==> config.mk <==
export PLATFORM = sky130hd
export DESIGN_NAME = pipe_hazard_ctrl
export DESIGN_NICKNAME = d
export VERILOG_FILES = /design/src/rtl/pipe_hazard_ctrl.sv
export SDC_FILE = /design/constraint.sdc
export NUM_CORES = 1
export LEC_CHECK = 0
export BUFFER_PORTS_ARGS = -buffer_cell sky130_fd_sc_hd__buf_2
export CORE_ASPECT_RATIO = 0.8
export CORE_MARGIN = 8
export CORE_UTILIZATION = 50
export CTS_CLUSTER_SIZE = 10
export DETAILED_ROUTE_END_ITERATION = 10
export PLACE_DENSITY = 0.84
export SETUP_SLACK_MARGIN = 0.4
export SLEW_MARGIN = 20
export SYNTH_ARGS = -nofsm -noshare
export SYNTH_HDL_FRONTEND = slang
export SYNTH_SLANG_ARGS = --single-unit
export TNS_END_PERCENT = 20
==> constraint.sdc <==
create_clock -name CLK -period 4.3 [get_ports CLK]
set_clock_uncertainty 0.05 [all_clocks]
set_input_delay 0.645 -clock CLK [delete_from_list [all_inputs] [get_ports CLK]]
set_output_delay 0.645 -clock CLK [all_outputs]
set_load 0.005 [all_outputs]
==> src/rtl/pipe_hazard_ctrl.sv <==
// pipe_hazard_ctrl: hazard detection and EX operand forwarding for a 5-stage
// in-order pipeline (IF, ID, EX, MEM, WB).
//
// A private shadow scoreboard mirrors the destination-register information of
// the instructions in EX, MEM and WB. From it the block derives:
//   - a load-use stall (hold PC and IF/ID, inject a bubble into ID/EX),
//   - a taken-branch flush (clear IF/ID and ID/EX),
//   - the EX operand forwarding selects.
//
// Handshake/flow semantics: there is no valid/ready pairing here. ID_Valid
// qualifies the ID-stage fields for the cycle it is sampled. The pipeline
// treats Stall_F/Stall_D as "hold this cycle" and Flush_D/Flush_E as "load a
// bubble on the coming edge". The shadow advances unconditionally every edge,
// exactly like the real pipeline registers it mirrors.
module pipe_hazard_ctrl #(
  parameter int AW     = 4,
  parameter int PC_REG = 15,
  parameter int CW     = 32
) (
  input  logic          CLK,
  input  logic          RST,
  input  logic          ID_Valid,
  input  logic [AW-1:0] ID_A1,
  input  logic [AW-1:0] ID_A2,
  input  logic          ID_Use1,
  input  logic          ID_Use2,
  input  logic          ID_RF_WE,
  input  logic [AW-1:0] ID_A3,
  input  logic          ID_WBSelect,
  input  logic          EX_BranchTaken,
  output logic          Stall_F,
  output logic          Stall_D,
  output logic          Flush_D,
  output logic          Flush_E,
  output logic [1:0]    FwdA_E,
  output logic [1:0]    FwdB_E,
  output logic [CW-1:0] StallCount,
  output logic [CW-1:0] FlushCount
);

  localparam logic [AW-1:0] PC_IDX = AW'(PC_REG);

  localparam logic [1:0] FWD_RF  = 2'b00;
  localparam logic [1:0] FWD_MEM = 2'b01;
  localparam logic [1:0] FWD_WB  = 2'b10;

  // ---------------------------------------------------------------------------
  // Shadow scoreboard state. Only EX needs the Load flag (it is the sole
  // source of load-use hazards) and the source operands (for forwarding);
  // MEM and WB only need to say which register they are about to write.
  // ---------------------------------------------------------------------------
  logic          ex_v_q,    ex_v_d;
  logic          ex_we_q,   ex_we_d;
  logic [AW-1:0] ex_a3_q,   ex_a3_d;
  logic          ex_load_q, ex_load_d;
  logic [AW-1:0] ex_a1_q,   ex_a1_d;
  logic          ex_use1_q, ex_use1_d;
  logic [AW-1:0] ex_a2_q,   ex_a2_d;
  logic          ex_use2_q, ex_use2_d;

  logic          mem_v_q,   mem_v_d;
  logic          mem_we_q,  mem_we_d;
  logic [AW-1:0] mem_a3_q,  mem_a3_d;

  logic          wb_v_q,    wb_v_d;
  logic          wb_we_q,   wb_we_d;
  logic [AW-1:0] wb_a3_q,   wb_a3_d;

  logic [CW-1:0] stall_cnt_q, stall_cnt_d;
  logic [CW-1:0] flush_cnt_q, flush_cnt_d;

  // Raw hazard terms, before reset gating and priority.
  logic lu_hit;
  logic br_hit;

  // Per-operand "this stage writes the EX source register" terms.
  logic mem_wr_a1, mem_wr_a2;
  logic wb_wr_a1,  wb_wr_a2;

  // Gated control outputs.
  logic          stall_f, stall_d, flush_d, flush_e;
  logic [1:0]    fwd_a, fwd_b;

  // Detect the load-use hazard against the EX entry and the taken branch.
  always_comb begin
    lu_hit = 1'b0;
    br_hit = EX_BranchTaken;
    if (ex_v_q && ex_we_q && ex_load_q && ID_Valid && (ex_a3_q != PC_IDX)) begin
      lu_hit = (ID_Use1 && (ID_A1 == ex_a3_q)) ||
               (ID_Use2 && (ID_A2 == ex_a3_q));
    end
  end

  // Work out which later stage writes each EX source (PC is never forwarded).
  always_comb begin
    mem_wr_a1 = mem_v_q && mem_we_q && (mem_a3_q == ex_a1_q) && (ex_a1_q != PC_IDX);
    mem_wr_a2 = mem_v_q && mem_we_q && (mem_a3_q == ex_a2_q) && (ex_a2_q != PC_IDX);
    wb_wr_a1  = wb_v_q  && wb_we_q  && (wb_a3_q  == ex_a1_q) && (ex_a1_q != PC_IDX);
    wb_wr_a2  = wb_v_q  && wb_we_q  && (wb_a3_q  == ex_a2_q) && (ex_a2_q != PC_IDX);
  end

  // Resolve stall/flush priority (branch beats load-use) and gate by reset.
  always_comb begin
    stall_f = 1'b0;
    stall_d = 1'b0;
    flush_d = 1'b0;
    flush_e = 1'b0;
    if (!RST) begin
      if (br_hit) begin
        flush_d = 1'b1;
        flush_e = 1'b1;
      end else if (lu_hit) begin
        stall_f = 1'b1;
        stall_d = 1'b1;
        flush_e = 1'b1;
      end
    end
  end

  // Choose EX operand sources; MEM is the younger result so it wins over WB.
  // A bubble in EX (V=0) never forwards.
  always_comb begin
    fwd_a = FWD_RF;
    fwd_b = FWD_RF;
    if (!RST && ex_v_q) begin
      if (ex_use1_q && mem_wr_a1)     fwd_a = FWD_MEM;
      else if (ex_use1_q && wb_wr_a1) fwd_a = FWD_WB;
      if (ex_use2_q && mem_wr_a2)     fwd_b = FWD_MEM;
      else if (ex_use2_q && wb_wr_a2) fwd_b = FWD_WB;
    end
  end

  // Compute the next shadow contents: shift EX->MEM->WB and load EX from ID,
  // or with a bubble when ID/EX is being flushed. Reset empties every stage.
  always_comb begin
    wb_v_d   = mem_v_q;
    wb_we_d  = mem_we_q;
    wb_a3_d  = mem_a3_q;

    mem_v_d  = ex_v_q;
    mem_we_d = ex_we_q;
    mem_a3_d = ex_a3_q;

    ex_v_d    = ID_Valid;
    ex_we_d   = ID_RF_WE;
    ex_a3_d   = ID_A3;
    ex_load_d = ID_WBSelect;
    ex_a1_d   = ID_A1;
    ex_use1_d = ID_Use1;
    ex_a2_d   = ID_A2;
    ex_use2_d = ID_Use2;

    if (flush_e) begin
      ex_v_d    = 1'b0;
      ex_we_d   = 1'b0;
      ex_a3_d   = '0;
      ex_load_d = 1'b0;
      ex_a1_d   = '0;
      ex_use1_d = 1'b0;
      ex_a2_d   = '0;
      ex_use2_d = 1'b0;
    end

    if (RST) begin
      wb_v_d    = 1'b0;
      wb_we_d   = 1'b0;
      wb_a3_d   = '0;
      mem_v_d   = 1'b0;
      mem_we_d  = 1'b0;
      mem_a3_d  = '0;
      ex_v_d    = 1'b0;
      ex_we_d   = 1'b0;
      ex_a3_d   = '0;
      ex_load_d = 1'b0;
      ex_a1_d   = '0;
      ex_use1_d = 1'b0;
      ex_a2_d   = '0;
      ex_use2_d = 1'b0;
    end
  end

  // Count stall cycles (load-use not overridden by a branch) and flush cycles;
  // both wrap naturally at 2^CW.
  always_comb begin
    stall_cnt_d = stall_cnt_q;
    flush_cnt_d = flush_cnt_q;
    if (RST) begin
      stall_cnt_d = '0;
      flush_cnt_d = '0;
    end else begin
      if (lu_hit && !br_hit) stall_cnt_d = stall_cnt_q + CW'(1);
      if (br_hit)            flush_cnt_d = flush_cnt_q + CW'(1);
    end
  end

  // Register all shadow state and counters.
  always_ff @(posedge CLK) begin
    ex_v_q      <= ex_v_d;
    ex_we_q     <= ex_we_d;
    ex_a3_q     <= ex_a3_d;
    ex_load_q   <= ex_load_d;
    ex_a1_q     <= ex_a1_d;
    ex_use1_q   <= ex_use1_d;
    ex_a2_q     <= ex_a2_d;
    ex_use2_q   <= ex_use2_d;
    mem_v_q     <= mem_v_d;
    mem_we_q    <= mem_we_d;
    mem_a3_q    <= mem_a3_d;
    wb_v_q      <= wb_v_d;
    wb_we_q     <= wb_we_d;
    wb_a3_q     <= wb_a3_d;
    stall_cnt_q <= stall_cnt_d;
    flush_cnt_q <= flush_cnt_d;
  end

  assign Stall_F    = stall_f;
  assign Stall_D    = stall_d;
  assign Flush_D    = flush_d;
  assign Flush_E    = flush_e;
  assign FwdA_E     = fwd_a;
  assign FwdB_E     = fwd_b;
  assign StallCount = stall_cnt_q;
  assign FlushCount = flush_cnt_q;

endmodule

Yosys cells after proc, flatten, opt, wreduce, memory -nomap -nowiden
Index checks and enable logic that the tools add are counted.
{ "op_classes": {"addsub": 2, "multipliers": 0, "div_mod_pow": 0, "order_cmp": 0, "n_eq_ne": 9, "shift": 0, "mux": 14, "bitwise": 0, "reduce_logical": 26} }
{ "ops": {"columns": ["op", "count"], "rows": [
  ["32-bit by 1-bit adder with 32-bit output (second input constant)", 2],
  ["4-bit == test", 6],
  ["1-bit logical AND", 22],
  ["2-bit two-way mux", 6],
  ["4-bit inequality test (second input constant)", 3],
  ["1-bit two-way mux", 8],
  ["1-bit zero test", 2],
  ["2-bit OR reduction", 1],
  ["1-bit logical OR", 1]
]} }
{ "word_totals": {"reg_bits": 93, "latch_bits": 0, "ram_bits": 0, "romBits": 0, "input_bits": 20, "out_inout_bits": 72, "wordCells": 67, "memories": 0} }

Depth between registers and ports, before layout
Gate-level depths: netlist of the first run.
{ "depth": {"word_depth": 9, "ltp_mapped": 8, "depth_no_buf": 7} }

Least setup slack after synthesis of the first run
No wires, ideal clock.
{ "synth_path": {"kind": "input port to output port", "startpoint": "input port ID_A2[0]", "endpoint": "output port Stall_F", "arrival_ps": 1805, "t_required_ps": 3605, "slack_ps": 1800, "path_stages": 7, "cell_sequence": "xor2_1 -> nor3b_1 -> and4_1 -> clkbuf_1 -> o21bai_1 -> nor2_1 -> buf_4"} }
{ "synth_between": {"elab_chain_cells": 7} }
{ "synth_lines": {"columns": ["item", "line", "text"], "rows": [
  ["start, declared", "24", "input logic [AW-1:0] ID_A2,"],
  ["4-bit == test", "90", "(ID_Use2 && (ID_A2 == ex_a3_q));"],
  ["1-bit logical AND", "90", null],
  ["1-bit logical OR", "89", "lu_hit = (ID_Use1 && (ID_A1 == ex_a3_q)) ||"],
  ["1-bit two-way mux", "88", "if (ex_v_q && ex_we_q && ex_load_q && ID_Valid && (ex_a3_q != PC_IDX)) begin"],
  ["1-bit two-way mux (3 in series)", null, null],
  ["end, declared", "31", "output logic Stall_F,"]
]} }
No other way between the ends.

Final worst setup path of the first run
{ "layout_path": {"startpoint": "register ex_a3_q[2]", "endpoint": "output port Stall_D"} }
{ "layout_between": {"elab_chain_cells": 7, "elab_cells_between_ends": 11} }
{ "layout_lines": {"columns": ["item", "line", "text"], "rows": [
  ["start, declared", "54", "logic [AW-1:0] ex_a3_q, ex_a3_d;"],
  ["start signal, assigned", "200", "ex_a3_q <= ex_a3_d;"],
  ["4-bit == test (on tied branches)", "89, 90", null],
  ["1-bit logical AND (on tied branches)", "89, 90", null],
  ["1-bit logical OR", "89", null],
  ["1-bit two-way mux (*)", "88", null],
  ["1-bit two-way mux (*)", "112", "end else if (lu_hit) begin"],
  ["1-bit two-way mux (*)", "109", "if (br_hit) begin"],
  ["1-bit two-way mux (*)", "108", "if (!RST) begin"],
  ["end, declared", "32", "output logic Stall_D,"]
]} }
Mark *: on every way between the ends. The rest lies on a longest branch, timed or not.

==> metrics.md, run 1 <==
| Metric | Value |
|---|---|
| Area after DPL | 4573 um^2 |
| Worst hold path class | reg2reg |
| Max-slew headroom | between 40% and 50% |
| Ports | 92 |
| DRT iter0 DRCs | around 170 |
| # hold bufs at CTS | 0 |
| Buf+Inv Stages, Crit Path | 1 |
| Max VDD drop | 204.2 uV |
| Rows | 29 |
| Proportion of layout cells with a drive suffix above 1 | 20.85% |
| N_diodes | 0 |
| Final Setup Violations | 0 |
| Pre-CTS WS | 1268 ps |
| Avg Cell Area, Syn | 8.912 um^2 |
| Post-CTS Setup Inserts | 0 |
| Final instance area | 4797 um^2 |
| Crit Reg-Reg Startpoint | StallCount[2] |
| Worst Path Class, Setup | reg2out |
| CP startpoint | ex_a3_q[2] |
| Routed Antenna Nets | 0 |
| R2r setup slk | between 1500 and 2000 ps |
| Die area | 11310 um^2 |
| Hold Fails Final Rpt | 0 |
| Max stage delay on crit path | 600 ps |
| DRT Wirelength | slightly below 10 mm |
| Fin Setup TNS | 0 ps |
| CTS root buffer | clkbuf_8 |
| First-pass GRT wire length | 16.06 mm |
| Crit path launch type | register |
| Initial antenna violation count | 0 |
| Critical path depth | 6 |
| Slowest-stage cell, CP | and4_1 |
| Clk Latency, worst-skew pair | 360 ps |
| FMAX | 320.9 MHz |
| Cell count after synthesis | about 460 |
| Port buffer count | ~90 |
| Filler Cells Inserted | between 700 and 800 |
| Vias per cell | 5.388 |
| Worst-margin pin slew | just under 900 ps |
| Seq cells post-synth | 93 |
| Crit share post-route | between 70 and 80% |
| Sequential share of the synthesized area | 45.71% |
| Placer congestion estimate | 0.8326 |
| Starting density of the core | roughly half |
| Netlist cell types | 36 |
| Area growth syn-to-layout | 17.79% |
| Cell family with most CP delay | simple AND/OR/NAND/NOR gates |
| WL/cell | roughly 15 um |
| Most common cell after layout, fill and taps aside | dfxtp_1 |
| Final setup margin | 1184 ps |
| Placeable Area | 7910 um^2 |
| Worst path cell trace | xnor2_1 -> nor3b_1 -> and4_1 -> o21bai_1 -> nor2_1 -> buf_2 |
| H-tree depth | 3 |
| Post-Syn Area | between 4000 and 5000 um^2 |
| Final Max Tran Viols | 0 |
| Worst EP arrival | 2420 ps |
| Final nets | 559 |
| Hold Worst Slack | 418.3 ps |
| CP endpoint | Stall_D |
| Reg2reg end | StallCount[30] |
| Yosys warns | 0 |
| Die height | 96.73 um |
| CTS Buffer Depth | 2 |
| Via count | 3502 |
| Status | finished clean |
| Critical path peak fanout | 17 |
| Clock sinks | 93 |
| Final Critical Period | 3116 ps |
| CTS clk-pin slew, worst paths | 90 ps |
| Max cap viols | 0 |
| DIE WIDTH | 116.9 um |
| Synthesized net count | 479 |
| CTS tree | yes |
| Pleak | 1.941 nW |
| First drt pass iteration count | 4 |
| Gr usage total | 17.35% |
| Reg2Reg Depth | 6 |
| Vias in the first global route | 3384 |
| Pwr dens | 332.1 nW/um^2 |
| Post-CTS Resized | 0 |
| RSZ-0062 raised after global routing | false |
| DP Wirelength | 7.129 mm |
| Most frequent cells in the layout | dfxtp_1, buf_2, nor2_1, xor2_1, xnor2_1 |
| CP endpoint kind | primary output |
| DRC Markers | 0 |
| GR Overflow Total | 0 |
| Fin util | 60.65% |
| Critical Path RT | 3610 ps |
| Largest net degree at the start of global routing | 80 |
| CTS buffer count | 9 |
routing by layer:
metal / vias up / share of wire, % / GRT usage, %
met2: 115 / 47 / 28.28
met1: 1632 / 44 / 20.92
li1: 1741 / - / -
met3: 14 / 7.4 / 5.714
met5: - / 0 / 0
met4: 0 / 1.3 / 5.599
layout make-up:
class                      instances  area (um^2)  share of cell area [%]
clock buffer                      10        137.6                   2.869
timing repair buffer              92        462.9                   9.650
tap                              108        135.1                   2.817
clock inverter                     6        86.33                   1.800
sequential                        93         1862                   38.81
multi-input combinational        339         2106                   43.90
inverter                           2        7.507                  0.1565
through the flow:
| step | total power (W) | cells |
|---|---|---|
| after floorplan | 0.0009415 | 457 |
| after global placement | 0.0009650 | 634 |
| after detailed placement | 0.0009668 | 634 |
| after CTS | 0.001610 | 650 |
| after global routing | 0.001649 | 650 |
| final | 0.001593 | 650 |
cell usage after synthesis (all sizes together):
master	number	share of area, %
dfxtp	93	46
nor2	62	5.7
xor2	37	8.0
xnor2	30	6.5
nand2	26	2.4
and2	23	3.5
nand4	23	3.7
a21oi	19	2.3
clkbuf	19	1.8
nand3	18	2.2
o21ai	17	2.1
or3	15	2.3
nor2b	14	2.2
and4	9	1.9
and3	6	0.92
o211ai	6	1.1
o2111ai	5	1.1
o31ai	5	0.92
or4	5	0.92
buf	4	0.65
nor4	4	0.98
nor3	3	0.49
ha	2	0.61
inv	2	0.18
mux2i	2	0.49
nor3b	2	0.37
or2	2	0.31
a21o	1	0.18
a41oi	1	0.22
nand2b	1	0.15
o21bai	1	0.18
where the power goes:
part	internal (W)	total (W)	switching (W)	leakage (nW)
sequential	0.000871	0.000883	0.0000115	0.753
combinational	0.0000285	0.0000634	0.0000350	1.08
clock	0.000342	0.000647	0.000304	0.112
sequential cells by signal (all words and copies together) (netlist names), 4 cells and up:
register	cells
ex_a3_q	4
ex_a2_q	4
wb_a3_q	4
FlushCount	32
StallCount	32
ex_a1_q	4
mem_a3_q	4
kinds of logic after synthesis:
group,Yosys count,synth area share (%)
compound gates,55,8.111
xor+xnor,67,14.41
fa+ha+maj,2,0.6143
buf+inv,25,2.581
flops,93,45.71
mux,2,0.4916
simple gates,213,28.08
worst reg2reg max path, cell delays in order (launching register included):
cell and delay (ps):
dfxtp_1 490, nand4_2 180, nor4_4 510, nand4_1 160
a21o_1 370, or4_1 570, a21oi_1 160
worst min path at each step:
stage	end	startpoint	depth (start not counted)
2_1_floorplan	mem_we_q	ex_we_q	1
3_3_place_gp	mem_we_q	ex_we_q	1
3_5_place_dp	mem_we_q	ex_we_q	1
4_1_cts	mem_we_q	ex_we_q	1
5_1_grt	ex_a3_q[2]	ID_A3[2]	2
6_report	mem_we_q	ex_we_q	1
Note: power is estimated with default switching activity, not from simulation.
==> run 2: changes to the inputs <==
--- a/config.mk
+++ b/config.mk
@@ -8,10 +8,10 @@
 export BUFFER_PORTS_ARGS = -buffer_cell sky130_fd_sc_hd__buf_2
 export CORE_ASPECT_RATIO = 0.8
 export CORE_MARGIN = 8
-export CORE_UTILIZATION = 50
+export CORE_UTILIZATION = 49
 export CTS_CLUSTER_SIZE = 10
 export DETAILED_ROUTE_END_ITERATION = 10
-export PLACE_DENSITY = 0.84
+export PLACE_DENSITY = 0.85
 export SETUP_SLACK_MARGIN = 0.4
 export SLEW_MARGIN = 20
 export SYNTH_ARGS = -nofsm -noshare
==> constraint.sdc (replaced) <==
create_clock -name CLK -period 2.8 [get_ports CLK]
set_clock_uncertainty 0.05 [all_clocks]
set_input_delay 0.42 -clock CLK [delete_from_list [all_inputs] [get_ports CLK]]
set_output_delay 0.42 -clock CLK [all_outputs]
set_load 0.005 [all_outputs]
==> metrics.md, run 2 (synthesis results as in run 1) <==
| Metric | Value |
|---|---|
| N_diodes | 0 |
| Crit path launch type | register |
| Die height | 97.54 um |
| DP Wirelength | 7.492 mm |
| Reg2reg end | StallCount[27] |
| Fin Setup TNS | 0 ps |
| Routed Antenna Nets | 0 |
| DRT Wirelength | 10.26 mm |
| Critical Path RT | 2330 ps |
| Clk Latency, worst-skew pair | 350 ps |
| Gr usage total | 17.59% |
| Die area | 11500 um^2 |
| Worst EP arrival | 1850 ps |
| Placed cell count | 641 |
| R2r setup slk | ~570 ps |
| Rows | 29 |
| Pleak | 2.002 nW |
| Worst Path Class, Setup | reg2out |
| Critical path peak fanout | 4 |
| Port buffer count | slightly above 90 |
| Crit share post-route | 82.68% |
| DRC Markers | 0 |
| Clock sinks | 93 |
| Final Max Tran Viols | 0 |
| CTS Buffer Depth | 2 |
| CTS root buffer | clkbuf_8 |
| Cells on Worst Hold Path | 2 |
| DIE WIDTH | 117.9 um |
| Worst hold endpoint | ex_a3_q[0] |
| GR Overflow Total | 0 |
| First drt pass iteration count | 4 |
| First-pass GRT wire length | 17.07 mm |
| Placer congestion estimate | about 0.82 |
| Ports | 92 |
| Vias in the first global route | 3479 |
| Final nets | 567 |
| CTS clk-pin slew, worst paths | 80 ps |
| Final Setup Violations | 0 |
| Area growth syn-to-layout | 21.54% |
| Max-slew headroom | between 40 and 50% |
| Proportion of layout cells with a drive suffix above 1 | 25.14% |
| Initial antenna violation count | 0 |
| Hold Fails Final Rpt | 0 |
| CTS tree | yes |
| Worst-margin pin slew | 752.4 ps |
| Worst hold path class | in2reg |
| Max cap viols | 0 |
| WL/cell | 15.61 um |
| FMAX | ~430 MHz |
| Placeable Area | about 8000 um^2 |
| Vias per cell | 5.358 |
| CTS buffer count | 9 |
| Final Critical Period | 2315 ps |
| DRT iter0 DRCs | around 190 |
| Largest net degree at the start of global routing | 61 |
| Reg2Reg Depth | 6 |
| Most frequent cells in the layout | buf_2, dfxtp_1, nor2_1, xor2_1, xnor2_1 |
| RSZ-0062 raised after global routing | true |
| Most common cell after layout, fill and taps aside | buf_2 |
| Crit Reg-Reg Startpoint | StallCount[5] |
| Max VDD drop | 418.5 uV |
| Non-filler cells, final | 657 |
| Pwr dens | 502.5 nW/um^2 |
| Starting density of the core | 51.02% |
| H-tree depth | 3 |
| CP endpoint kind | primary output |
| Hold Crit Start | ID_A3[0] |
| Via count | between 3000 and 4000 |
| Status | finished clean |
==> run 2: changes by cell type in the layout (fill, tap and decap cells not counted), moves of 4 or more <==
cell,change
xor2_2,+4
buf_4,+8
xor2_1,-4
dfxtp_2,+5
dfxtp_1,-6
==> run 2: worst max-delay path: stages (launching register included) <==
cell	delay, ps
dfxtp_4	380
xnor2_2	150
nor3b_2	160
and4_4	210
or2_2	310
nor2_1	100
nor2_1	50
buf_2	140
==> run 2: report_power, final <==
part           switching, W  internal [W]  leakage [nW]  total, W
registers         0.0000201       0.00134         0.756   0.00136
logic             0.0000573     0.0000493          1.13  0.000107
clock network      0.000451      0.000572         0.115   0.00102
==> run 2: what timing repair did <==
item,CTS,global route
buffers inserted,0,1
hold buffers,0,0
cloned,0,0
pin swaps,0,3
setup endpoints to repair,6,11
gates resized for setup,3,19
==> run 2: metrics by stage <==
stage / cell area [um^2] / hold WS (ps) / total power, W / util, % / setup slack [ps]
after global placement: 4626 / 411.7 / 0.001485 / 57.95 / 520.5
after detailed placement: 4626 / 416.4 / 0.001488 / 57.95 / 418.6
final: 4950 / 229.1 / 0.002487 / 62.01 / 484.9
after global routing: 4950 / 211.8 / 0.002569 / 62.01 / 383.3
after floorplan: 4073 / 388.8 / 0.001446 / - / 689.0
after CTS: 4862 / 214.6 / 0.002499 / 60.91 / 355.9
==> run 2: worst max-delay path by stage <==
stage	slack, ps	endpoint	startpoint	cells past startpoint
finish	480	Flush_E	ex_a3_q[2]	7
global placement	520	StallCount[27]	StallCount[2]	6
floorplan	690	StallCount[26]	StallCount[2]	7
global route	380	Flush_E	ex_a3_q[3]	7
detailed placement	420	StallCount[30]	StallCount[2]	6
CTS	360	Stall_F	ex_a3_q[2]	6
==> run 2: area by class of cell <==
cell class | count | area [um^2]
Tap cell | 108 | 135.1
Fill cell | 695 | 3033
Inverter | 2 | 7.507
Clock buffer | 12 | 165.2
Timing Repair Buffer | 100 | 523.0
Sequential cell | 93 | 1872
Multi-Input combinational cell | 339 | 2180
Clock inverter | 3 | 67.56
==> run 2: metal layers <==
layer  GRT usage, %  vias up  wire length, um
met1          21.34     1669             4302
met5              0        -                0
li1               -     1742                -
met4          4.813        0              119
met2          29.65       96             5187
met3          5.168       13              646
==> run 3: changes to the inputs <==
==> constraint.sdc (replaced) <==
create_clock -name CLK -period 2 [get_ports CLK]
set_clock_uncertainty 0.05 [all_clocks]
set_input_delay 0.3 -clock CLK [delete_from_list [all_inputs] [get_ports CLK]]
set_output_delay 0.3 -clock CLK [all_outputs]
set_load 0.005 [all_outputs]
==> metrics.md, run 3 (synthesis results as in run 1) <==
| Metric | Value |
|---|---|
| Status | finished, violations left |
| Failing checks | negative setup slack |
| Area growth syn-to-layout | 39.78% |
| GR Overflow Total | 0 |
| DRT Wirelength | 11.53 mm |
| Max stage delay on crit path | 400 ps |
| Critical Path RT | 1650 ps |
| Worst path cell trace | xnor2_4 -> nor3b_2 -> and4_1 -> or2_4 -> nor2_4 -> nor2_2 -> buf_2 |
| Final Max Tran Viols | 0 |
| Ports | 92 |
| Via count | between 3000 and 4000 |
| Die height | 97.54 um |
| Largest net degree at the start of global routing | between 40 and 50 |
| Worst Path Class, Setup | reg2out |
| Starting density of the core | approximately half |
| DRC Markers | 0 |
| Worst EP arrival | 1840 ps |
| Proportion of layout cells with a drive suffix above 1 | a little under half |
| RSZ-0062 raised after global routing | true |
| FMAX | 457.4 MHz |
| Max cap viols | 0 |
| Clock share of power | 39.6% |
| Critical path peak fanout | 4 |
| # hold bufs at CTS | 0 |
| CTS root buffer | clkbuf_8 |
| P_sw | 0.0007800 W |
| Vias in the first global route | approximately 3700 |
| CP endpoint kind | primary output |
| R2r setup slk | -90 ps |
| Tot Pwr | 0.003485 W |
| Hold Fails Final Rpt | 0 |
| Worst hold path class | in2reg |
| CTS buffer count | 9 |
| Most frequent cells in the layout | buf_2, dfxtp_1, nor2_1, xor2_1, dfxtp_2 |
| Placeable Area | 7983 um^2 |
| First drt pass iteration count | 5 |
| CTS Buffer Depth | 2 |
| Cell family with most CP delay | simple AND/OR/NAND/NOR gates |
| Sw Share | between 20 and 25% |
| Crit path launch type | register |
| WL/cell | ~17 um |
| DIE WIDTH | 117.9 um |
| Crit share post-route | 109.3% |
| Buf+Inv Stages, Crit Path | 1 |
| Sequential power share | between 50% and 60% |
| DRT iter0 DRCs | 177 |
| Fin util | just over 70% |
| Routed Antenna Nets | 0 |
| Die area | 11500 um^2 |
| CTS clk-pin slew, worst paths | 90 ps |
| Slowest-stage cell, CP | dfxtp_4 |
| Worst-margin pin slew | 453.5 ps |
| Final nets | 599 |
| Non-filler cells, final | a little under 700 |
| Final setup margin | -186.2 ps |
| First-pass GRT wire length | approximately 18 mm |
| Pleak | 2.287 nW |
| Most common cell after layout, fill and taps aside | buf_2 |
| N_diodes | 0 |
| Placed cell count | 663 |
| Initial antenna violation count | 0 |
| Rows | 29 |
| Port buffer count | between 90 and 100 |
| DP Wirelength | 7.605 mm |
| Clock sinks | 93 |
| Gr usage total | between 10% and 20% |
| Fin Setup TNS | -782.1 ps |
| Clk Latency, worst-skew pair | 340 ps |
| Pwr dens | 612.2 nW/um^2 |
| Max VDD drop | 605.3 uV |
| H-tree depth | 3 |
| Int Power | 0.002705 W |
| Final Setup Violations | 15 |
| Vias per cell | 5.313 |
| Final Critical Period | between 2000 and 2500 ps |
| Combinational power share | 5.9% |
| CTS tree | yes |
| Max-slew headroom | 69.77% |
| Placer congestion estimate | around 0.86 |
run 3: per-stage QoR:
stage	hold WS [ps]	instance area [um^2]	worst slack [ps]
floorplan	371.7	4085	17.26
global placement	403.0	4811	-35.25
detailed placement	409.6	4811	-136.6
CTS	93.91	5350	-126.0
global route	80.99	5693	-241.8
finish	99.30	5693	-186.2
run 3: area by class of cell:
cell class | instances | area, um^2
flip-flops and latches | 93 | 1936
repair buffers | 132 | 849.6
multi-input cells | 339 | 2544
clock buffers | 10 | 137.6
well taps | 108 | 135.1
inverters | 2 | 7.507
fillers | 577 | 2290
clock inverters | 5 | 83.83
run 3: what timing repair did:
item                                    CTS  global route
endpoints found under the setup margin   75            79
resized for setup                        83            77
cloned                                    0             1
pin swaps                                59            76
buffers inserted                          5             5
run 3: worst register-to-register path, cell delays in order (launching register included):
cell and delay, ps:
dfxtp_4 440, xnor2_4 140, nor3b_4 190, and4_4 250, buf_6 110, buf_4 100, buf_8 120, o2111ai_4 150
or3_1 330, a21oi_1 130
run 3: power by group through the flow:
| stage | Combinational (W) | Sequential, W | Clock (W) |
|---|---|---|---|
| 6_report | 0.000207 | 0.00190 | 0.00138 |
| 3_3_place_gp | 0.000145 | 0.00194 | 0 |
| 3_5_place_dp | 0.000148 | 0.00194 | 0 |
| 2_1_floorplan | 0.0000887 | 0.00193 | 0 |
| 5_1_grt | 0.000222 | 0.00190 | 0.00149 |
| 4_1_cts | 0.000175 | 0.00190 | 0.00140 |
run 3: final timing paths:
| check | cells past startpoint | endpoint | from |
|---|---|---|---|
| min reg2reg | 1 | mem_we_q | ex_we_q |
| max | 7 | Flush_E | ex_a3_q[2] |
| min | 2 | ex_a3_q[2] | ID_A3[2] |
| max reg2reg | 9 | StallCount[24] | ex_a3_q[2] |
run 3: routing by layer:
| layer | wire length [um] | global-route usage [%] | up-vias |
|---|---|---|---|
| met5 | 0 | 0 | - |
| met4 | 258 | 6.287 | 0 |
| met3 | 446 | 4.762 | 22 |
| met2 | 5911 | 33.07 | 83 |
| met1 | 4910 | 20.97 | 1745 |
| li1 | - | - | 1811 |
